## src/rtl/i2s_pkg.sv

```systemverilog
// Shared I2S definitions.
// Holds the framing-mode constants and the parameter legality check used by
// the transmitter (and later by the matching receiver).
package i2s_pkg;

  localparam int MODE_I2S = 0;  // data one SCLK after the LRCLK edge
  localparam int MODE_LJ  = 1;  // data aligned with the LRCLK edge

  // True when a parameter set describes a realisable serial format.
  function automatic bit params_ok(input int sample_bits, input int slot_bits,
                                   input int sclk_half, input int mclk_half);
    return (sample_bits >= 8) && (sample_bits <= 32) &&
           (slot_bits >= sample_bits) &&
           (sclk_half >= 1) && (mclk_half >= 1);
  endfunction

endpackage

```

## src/rtl/i2s_clk_gen.sv

```systemverilog
// SCLK / MCLK divider for the I2S transmitter.
// Ports:
//   clk  - system clock (sole clock)
//   rst  - synchronous active-high reset
//   sclk - registered serial bit clock, half period SCLK_HALF clk cycles
//   mclk - registered master clock, half period MCLK_HALF clk cycles
//   fall - strobe high in the clk cycle whose edge takes sclk from 1 to 0
module i2s_clk_gen #(
  parameter int SCLK_HALF = 8,
  parameter int MCLK_HALF = 1
) (
  input  logic clk,
  input  logic rst,
  output logic sclk,
  output logic mclk,
  output logic fall
);

  localparam int SW = (SCLK_HALF > 1) ? $clog2(SCLK_HALF) : 1;
  localparam int MW = (MCLK_HALF > 1) ? $clog2(MCLK_HALF) : 1;
  localparam logic [SW-1:0] SCLK_LAST = SW'(SCLK_HALF - 1);
  localparam logic [MW-1:0] MCLK_LAST = MW'(MCLK_HALF - 1);

  logic [SW-1:0] sclk_cnt;
  logic [MW-1:0] mclk_cnt;
  logic          sclk_wrap;
  logic          mclk_wrap;

  assign sclk_wrap = (sclk_cnt == SCLK_LAST);
  assign mclk_wrap = (mclk_cnt == MCLK_LAST);
  // sclk is about to toggle while high: this edge is the falling one.
  assign fall      = sclk_wrap & sclk;

  always_ff @(posedge clk) begin
    if (rst) begin
      sclk_cnt <= '0;
      mclk_cnt <= '0;
      sclk     <= 1'b0;
      mclk     <= 1'b0;
    end else begin
      sclk_cnt <= sclk_wrap ? '0 : sclk_cnt + SW'(1);
      mclk_cnt <= mclk_wrap ? '0 : mclk_cnt + MW'(1);
      if (sclk_wrap) sclk <= ~sclk;
      if (mclk_wrap) mclk <= ~mclk;
    end
  end

endmodule

```

## src/rtl/i2s_tx_stream.sv

```systemverilog
// Stereo I2S / left-justified serial transmitter.
// Accepts sample pairs over valid/ready into a one-entry holding buffer and
// shifts them MSB-first onto SDIN, framed by LRCLK. All serial clocks are
// registered outputs derived from i_Clk.
// Ports:
//   i_Clk, i_Reset           - system clock, synchronous active-high reset
//   i_Sample_Valid, i_Left,
//   i_Right, o_Sample_Ready  - sample pair handshake
//   o_MCLK, o_SCLK, o_LRCLK,
//   o_SDIN                   - DAC interface
//   o_Frame_Start            - one-cycle pulse per frame load
//   o_Underrun               - one-cycle pulse when a frame loads unfed
module i2s_tx_stream
  import i2s_pkg::*;
#(
  parameter int SAMPLE_BITS     = 16,
  parameter int SLOT_BITS       = 16,
  parameter int SCLK_HALF       = 8,
  parameter int MCLK_HALF       = 1,
  parameter int MODE            = 0,
  parameter int UNDERRUN_REPEAT = 0
) (
  input  logic                   i_Clk,
  input  logic                   i_Reset,
  input  logic                   i_Sample_Valid,
  input  logic [SAMPLE_BITS-1:0] i_Left,
  input  logic [SAMPLE_BITS-1:0] i_Right,
  output logic                   o_Sample_Ready,
  output logic                   o_MCLK,
  output logic                   o_SCLK,
  output logic                   o_LRCLK,
  output logic                   o_SDIN,
  output logic                   o_Frame_Start,
  output logic                   o_Underrun
);

  if (!params_ok(SAMPLE_BITS, SLOT_BITS, SCLK_HALF, MCLK_HALF)) begin : g_bad_params
    $error("i2s_tx_stream: illegal parameter set");
  end

  localparam int FRAME_BITS = 2 * SLOT_BITS;
  localparam int BW         = $clog2(FRAME_BITS);
  localparam logic [BW-1:0] B_LAST  = BW'(FRAME_BITS - 1);
  localparam logic [BW-1:0] B_RIGHT = BW'(SLOT_BITS);
  localparam logic [BW-1:0] B_DATA  = BW'(SAMPLE_BITS);

  typedef logic signed [SAMPLE_BITS-1:0] sample_t;

  logic          fall;
  logic [BW-1:0] bit_cnt;
  logic [BW-1:0] bit_nxt;
  logic          load;
  logic          accept;
  logic          full;
  sample_t       hold_l, hold_r;
  sample_t       frame_l, frame_r;
  sample_t       load_l, load_r;
  logic          lj_bit;
  logic          lj_dly;

  // Left-justified stream bit at frame position b: sample MSB first, zero pad.
  function automatic logic stream_bit(input logic [BW-1:0] b,
                                      input sample_t l, input sample_t r);
    logic [BW-1:0] pos;
    sample_t       s;
    if (b >= B_RIGHT) begin
      pos = b - B_RIGHT;
      s   = r;
    end else begin
      pos = b;
      s   = l;
    end
    if (pos >= B_DATA) return 1'b0;
    s = s << pos;
    return s[SAMPLE_BITS-1];
  endfunction

  i2s_clk_gen #(
    .SCLK_HALF(SCLK_HALF),
    .MCLK_HALF(MCLK_HALF)
  ) u_clk_gen (
    .clk (i_Clk),
    .rst (i_Reset),
    .sclk(o_SCLK),
    .mclk(o_MCLK),
    .fall(fall)
  );

  assign bit_nxt        = (bit_cnt == B_LAST) ? '0 : bit_cnt + BW'(1);
  assign load           = fall && (bit_nxt == '0);
  assign accept         = i_Sample_Valid && !full;
  assign o_Sample_Ready = !full;

  // Frame contents that take effect at this fall event; an empty buffer at
  // load time is an underrun even if a pair is being accepted right now.
  always_comb begin
    load_l = frame_l;
    load_r = frame_r;
    if (load) begin
      if (full) begin
        load_l = hold_l;
        load_r = hold_r;
      end else if (UNDERRUN_REPEAT == 0) begin
        load_l = '0;
        load_r = '0;
      end
    end
  end

  assign lj_bit = stream_bit(bit_nxt, load_l, load_r);

  // Frame sequencing and serial outputs, updated on fall events
  always_ff @(posedge i_Clk) begin
    if (i_Reset) begin
      full          <= 1'b0;
      frame_l       <= '0;
      frame_r       <= '0;
      bit_cnt       <= B_LAST;
      lj_dly        <= 1'b0;
      o_LRCLK       <= 1'b0;
      o_SDIN        <= 1'b0;
      o_Frame_Start <= 1'b0;
      o_Underrun    <= 1'b0;
    end else begin
      o_Frame_Start <= load;
      o_Underrun    <= load && !full;
      if (fall) begin
        bit_cnt <= bit_nxt;
        frame_l <= load_l;
        frame_r <= load_r;
        o_LRCLK <= (bit_nxt >= B_RIGHT);
        lj_dly  <= lj_bit;
        o_SDIN  <= (MODE == MODE_LJ) ? lj_bit : lj_dly;
      end
      if (load && full) full <= 1'b0;
      else if (accept)  full <= 1'b1;
    end
  end

  // Holding buffer data
  always_ff @(posedge i_Clk) begin
    if (accept) begin
      hold_l <= i_Left;
      hold_r <= i_Right;
    end
  end

endmodule

```

## config.mk

```make
export PLATFORM = sky130hd
export DESIGN_NAME = i2s_tx_stream
export DESIGN_NICKNAME = d
export VERILOG_FILES = /design/src/rtl/i2s_pkg.sv /design/src/rtl/i2s_clk_gen.sv /design/src/rtl/i2s_tx_stream.sv
export SDC_FILE = /design/constraint.sdc
export NUM_CORES = 1
export LEC_CHECK = 0
export CAP_MARGIN = 0
export CORE_MARGIN = 2
export CORE_UTILIZATION = 51
export CTS_BUF_LIST = sky130_fd_sc_hd__clkbuf_2 sky130_fd_sc_hd__clkbuf_4 sky130_fd_sc_hd__clkbuf_8
export DETAILED_ROUTE_END_ITERATION = 8
export PLACE_DENSITY_LB_ADDON = 0.2
export REMOVE_ABC_BUFFERS = 1
export SETUP_SLACK_MARGIN = 0.05
export SLEW_MARGIN = 20
export SYNTH_ARGS = -nofsm -noshare
export SYNTH_HDL_FRONTEND = slang
export SYNTH_SLANG_ARGS = --single-unit
```

## constraint.sdc

```tcl
create_clock -name i_Clk -period 2.5 [get_ports i_Clk]
set_input_delay 0.25 -clock i_Clk [delete_from_list [all_inputs] [get_ports i_Clk]]
set_output_delay 0.25 -clock i_Clk [all_outputs]
set_load 0.005 [all_outputs]
```

* After elaboration in Yosys (flattened, before gate mapping) *
Cells that the tools add are included.

word-level totals
  bits in registers = 81
  bits of input ports = 35
  output and inout port bits = 7
  word-level logic and storage cells = 47

operators by class
  $add $sub $neg = 4
  order comparisons = 2
  eq/ne operators = 2
  shift operators = 1
  muxes and demuxes = 10
  bitwise logic cells = 4
  reductions and logical operators = 9

operators by type and width
  cell                   count
  $mux W16               5
  $shl A16 B5 Y16        1
  $ge A5 B5 Y1 const B   2
  $mux W5                2
  $reduce_or A2 Y1       3
  $add A5 B1 Y5 const B  1
  $eq A5 B5 Y1 const B   1
  $logic_not A5 Y1       1
  $sub A5 B5 Y5 const B  1
  $logic_and A1 B1 Y1    4
  $add A3 B1 Y3 const B  1
  $eq A3 B3 Y1 const B   1
  $mux W1                3
  $not A1 Y1             3
  $add A1 B1 Y1 const B  1
  $and A1 B1 Y1          1
  $logic_not A1 Y1       1

* Longest topological paths before layout *
  word-level depth = 8
  mapped depth = 12
  gate-level depth less buffers = 10

* Cells and area by module *
From an unflattened synthesis, not the netlist that was laid out.

second synthesis, totals
  cells, all modules = 318
  area, all modules = 3319.4 µm²

by module, submodules not included
  module         times used  cells each  area an instance (µm²)  sequential area each (µm²)
  i2s_tx_stream  1           301         3118.0                  1821.7
  i2s_clk_gen    1           17          201.4                   120.1

* Least setup slack after synthesis *
OpenSTA, ideal clock, no wires.

  kind = register -> register
  start = reg full
  end = reg hold_l[0] (enable)
  library setup time = 0.424 ns
  arrival time = 2.146 ns
  data required time = 2.076 ns
  path slack = -0.070 ns
  cell stages (with the launch flop) = 4
  buffers on the path = 2
  period minus slack after synthesis = 2.570 ns
  path through = dfxtp_1 > buf_2 > buf_1 > nor2b_1

between the ends
  word-level cells in the longest chain between the ends = 2

RTL lines
  element                 RTL line              text
  from (decl)             i2s_tx_stream.sv:54   logic full;
  from (signal assigned)  i2s_tx_stream.sv:115  full <= 1'b0;
  from (signal assigned)  i2s_tx_stream.sv:135  if (load && full) full <= 1'b0;
  from (signal assigned)  i2s_tx_stream.sv:136  else if (accept) full <= 1'b1;
  $logic_not A1 Y1        i2s_tx_stream.sv:91   assign accept = i_Sample_Valid && !full;
  $logic_and A1 B1 Y1     i2s_tx_stream.sv:91
  via accept              i2s_tx_stream.sv:53   logic accept;
  to (signal assigned)    i2s_tx_stream.sv:143  hold_l <= i_Left;
  to (decl)               i2s_tx_stream.sv:55   sample_t hold_l, hold_r;

The timed path passes the listed nets, and every way through them passes these cells.
A chain may end at the register's enable or synchronous reset.

* Worst setup path after layout *
  start = reg bit_cnt[1]
  end = reg lj_dly

between the ends
  word-level cells in the longest chain between the ends = 8
  elaborated cells on any way between the ends = 15
  classes of those cells = add/sub (2); order compare (2); eq/ne (1); shift (1); mux (7); reduce/logical (2)

RTL lines
  element                                                                RTL line              text
  from (decl)                                                            i2s_tx_stream.sv:50   logic [BW-1:0] bit_cnt;
  from (signal assigned)                                                 i2s_tx_stream.sv:128  bit_cnt <= bit_nxt;
  $add A5 B1 Y5 / $eq A5 B5 Y1 (equally long branches)                   i2s_tx_stream.sv:89   assign bit_nxt = (bit_cnt == B_LAST) ? '0 : bit_cnt + BW'(1);
  $mux W5 (*)                                                            i2s_tx_stream.sv:89
  via bit_nxt[4]                                                         i2s_tx_stream.sv:51   logic [BW-1:0] bit_nxt;
  parallel branches: the longest is 5 deep, another holds $sub A5 B5 Y5  -
  $mux W1 (*)                                                            i2s_tx_stream.sv:74   s = s << pos;
  to (signal assigned)                                                   i2s_tx_stream.sv:132  lj_dly <= lj_bit;
  to (decl)                                                              i2s_tx_stream.sv:59   logic lj_dly;

Mark *: on every way through the listed nets, which the timed path passes.

==> impl_metrics.csv <==
group,metric,value,unit
status,status,"complete, no violations",
hold_path,min_path_type,"register to register",
global_route,grt_max_degree,49,
floorplanning,io-pin-count,42,
yosys,synth_edf_count,32,
floorplanning,rows,29,
yosys,synth_area,0.00330,mm^2
cells_and_area,synthToLayoutAreaGrowth,30.8,%
route,via_per_inst,5.58,
yosys,synth_flop_cell,"dfxtp_1",
clock_network,tritoncts,"built",
global_route,grt.total_usage,21.0,%
power,powerDensity,584,mW/mm^2
placement,dp_hpwl,4460,um
cells_and_area,layout-drive-gt1-share,19.7,%
cells_and_area,n_fill_cell,512,
route,final_antenna_net_count,0,
floorplanning,start_util,52.3,%
route,wl,7170,um
cells_and_area,seqCellArea,0.00194,mm^2
sta,rsz0062_at_grt,"false",
clock_network,clockRootBuffer,"clkbuf_8",
route,drt_iter0_drc,208,
route,wl_per_cell,15.5,um
sta,slew_headroom,51.1,%
worst_setup_path,critical_path_class,"register to register",
cells_and_area,antenna_cells,0,
floorplanning,die_area,0.00713,mm^2
floorplanning,die_h,84.4,um
global_route,grt_pass1_wl,11700,um
clock_network,cts_buffers,9,
clock_network,clock_latency,0.35,ns
sta,fin_crit,2.40,ns
worst_setup_path,cp-end-kind,"register",
yosys,yosysWarnings,0,
route,drt_pass1_iterations,5,
worst_setup_path,critPathLaunchType,"register",
placement,port_buffers,41,
clock_network,clock_sinks,81,
power,power,2.52,mW
clock_network,htree_levels,3,
placement,dp_cells,431,
sta,slew_viol_final,0,
cells_and_area,layoutNonFillerInstCount,462,
route,drc,0,
sta,period_share,96.1,%
clock_network,clk_pin_slew,0.08,ns
floorplanning,core_area,0.00631,mm^2
global_route,antenna_found_initial,0,
yosys,synth.distinct_cells,49,
sta,worst_pin_slew,0.733,ns
yosys,ys_ff_latch,81,
yosys,async_flop_share,0,%
cells_and_area,finalNetCount,420,
yosys,synth.avg_cell_area,10.4,um^2
sta,finalSetupViolCount,0,
sta,final_hold_viol_count,0,
worst_setup_path,cp.arrival,2.68,ns
worst_setup_path,rrSetupSlack,0.1,ns
yosys,ys_seq_area_share,58.9,%
floorplanning,die_w,84.4,um
power,irDropWorstVdd,0.488,mV
clock_network,holdBufCountCts,0,
flow_run,maxCapViolations,0,
power,leakage,1.49,nW
worst_setup_path,crit_required,2.78,ns
cells_and_area,multiInputGateArea,0.00137,mm^2
route,vias,2576,
clock_network,clockBufferDepth,2,
sta,skew,0.00776,ns
yosys,synthCells,318,
sta,max_freq,416,MHz
worst_setup_path,critPathMaxFanout,4,
global_route,first_global_vias,2425,
global_route,grt-ovfl-total,0,
placement,gp_congestion,0.905,
==> cell usage in the layout (no fill, tap or decap), types with 3 or more instances in the layout <==
master,Yosys,final
edfxtp_1,32,32
clkinvlp_4,0,3
nor3_1,4,3
dfxtp_1,49,47
nand2_1,41,41
a311oi_2,0,3
a211o_1,6,6
a21oi_1,40,40
ha_1,5,3
o21ai_0,7,6
buf_4,1,26
nor2_1,18,17
mux2i_1,5,5
buf_6,0,4
nand2b_1,5,5
clkdlybuf4s50_1,0,41
nand3_1,35,35
clkbuf_8,0,11
==> synth_stat cells (6+ instances only) <==
library cell	number	area, um^2
dfxtp_1	49	981
nand2_1	41	154
a21oi_1	40	200
nand3_1	35	175
edfxtp_1	32	961
nor2_1	18	67.6
buf_2	11	55.1
clkbuf_1	9	33.8
o21ai_0	7	35.0
a211o_1	6	52.6
==> per-stage QoR <==
stage,TNS (ns),setup WS (ns),hold slack [ns],utilization [%],area [um^2]
3_3_place_gp,0,0.00898,0.414,61.1,3860
6_report,0,0.0978,0.430,68.3,4310
2_1_floorplan,-3.84,-0.292,0.319,-,3190
4_1_cts,0,0.0510,0.428,66.9,4220
3_5_place_dp,-0.0603,-0.0603,0.425,61.1,3860
5_1_grt,0,0.0293,0.432,68.3,4310
==> repair_timing <==
action | in CTS | in global routing
pin swaps | 9 | 14
setup endpoints to repair | 1 | 1
setup buffers | 10 | 3
cloned | 1 | 1
gates resized for setup | 18 | 11
==> worst max-delay path, cell delays in order, from the launching register on <==
cell,delay (ns)
dfxtp_2,0.34
ha_4,0.17
and3_4,0.18
ha_4,0.26
and4b_2,0.25
o21a_4,0.15
buf_4,0.15
nand2_4,0.09
buf_6,0.11
nand3_1,0.07
a21o_1,0.18
a31o_1,0.22
o31ai_2,0.17
==> state kept, by name, indices dropped and copies added (netlist names), 3 cells and up <==
| signal | flops |
|---|---|
| frame_l | 16 |
| frame_r | 16 |
| hold_l | 16 |
| hold_r | 16 |
| bit_cnt | 5 |
| u_clk_gen.sclk_cnt | 3 |
==> layout make-up <==
| class | count | area share, % |
|---|---|---|
| inverter | 2 | 0.261 |
| timing repair buffer | 73 | 15.9 |
| multi-input combinational | 212 | 31.7 |
| clock inverter | 5 | 1.25 |
| tap | 77 | 2.23 |
| clock buffer | 11 | 3.51 |
| sequential | 81 | 45.1 |
| timing repair inverter | 1 | 0.116 |
==> logic make-up (layout without fill, tap and decap cells) <==
| family | count (synthesis) | after routing | synth area share (%) |
|---|---|---|---|
| other | 1 | 1 | 0.114 |
| muxes | 8 | 8 | 2.73 |
| buffers and inverters | 26 | 92 | 3.49 |
| xor gates and xnor gates | 3 | 3 | 0.797 |
| and+or+nand+nor | 121 | 122 | 18.1 |
| DFF | 81 | 81 | 58.9 |
| adders and majority gates | 5 | 5 | 1.90 |
| AOI/OAI and AO/OA | 73 | 73 | 14.1 |
==> report_power, final <==
group / switching (mW) / total [mW] / internal (mW)
Sequential: 0.0210 / 1.43 / 1.41
Clock: 0.460 / 0.970 / 0.510
Combinational: 0.0474 / 0.114 / 0.0665
Total: 0.528 / 2.52 / 1.99
==> routing by layer <==
metal / wire length, um / global-route usage [%]
met1: 3120 / 27.7
met2: 3420 / 32.0
met3: 442 / 5.51
met4: 185 / 10.7
met5: 0 / 0
==> final timing paths <==
| check | from | endpoint | cells after the start |
|---|---|---|---|
| worst max-delay path | bit_cnt[1] | lj_dly | 12 |
| worst min-delay path | u_clk_gen.sclk_cnt[0] | u_clk_gen.sclk_cnt[0] | 1 |
| worst max register to register | bit_cnt[1] | lj_dly | 12 |
| worst min register to register | u_clk_gen.sclk_cnt[0] | u_clk_gen.sclk_cnt[0] | 1 |
(Power assumes the default switching activity.)
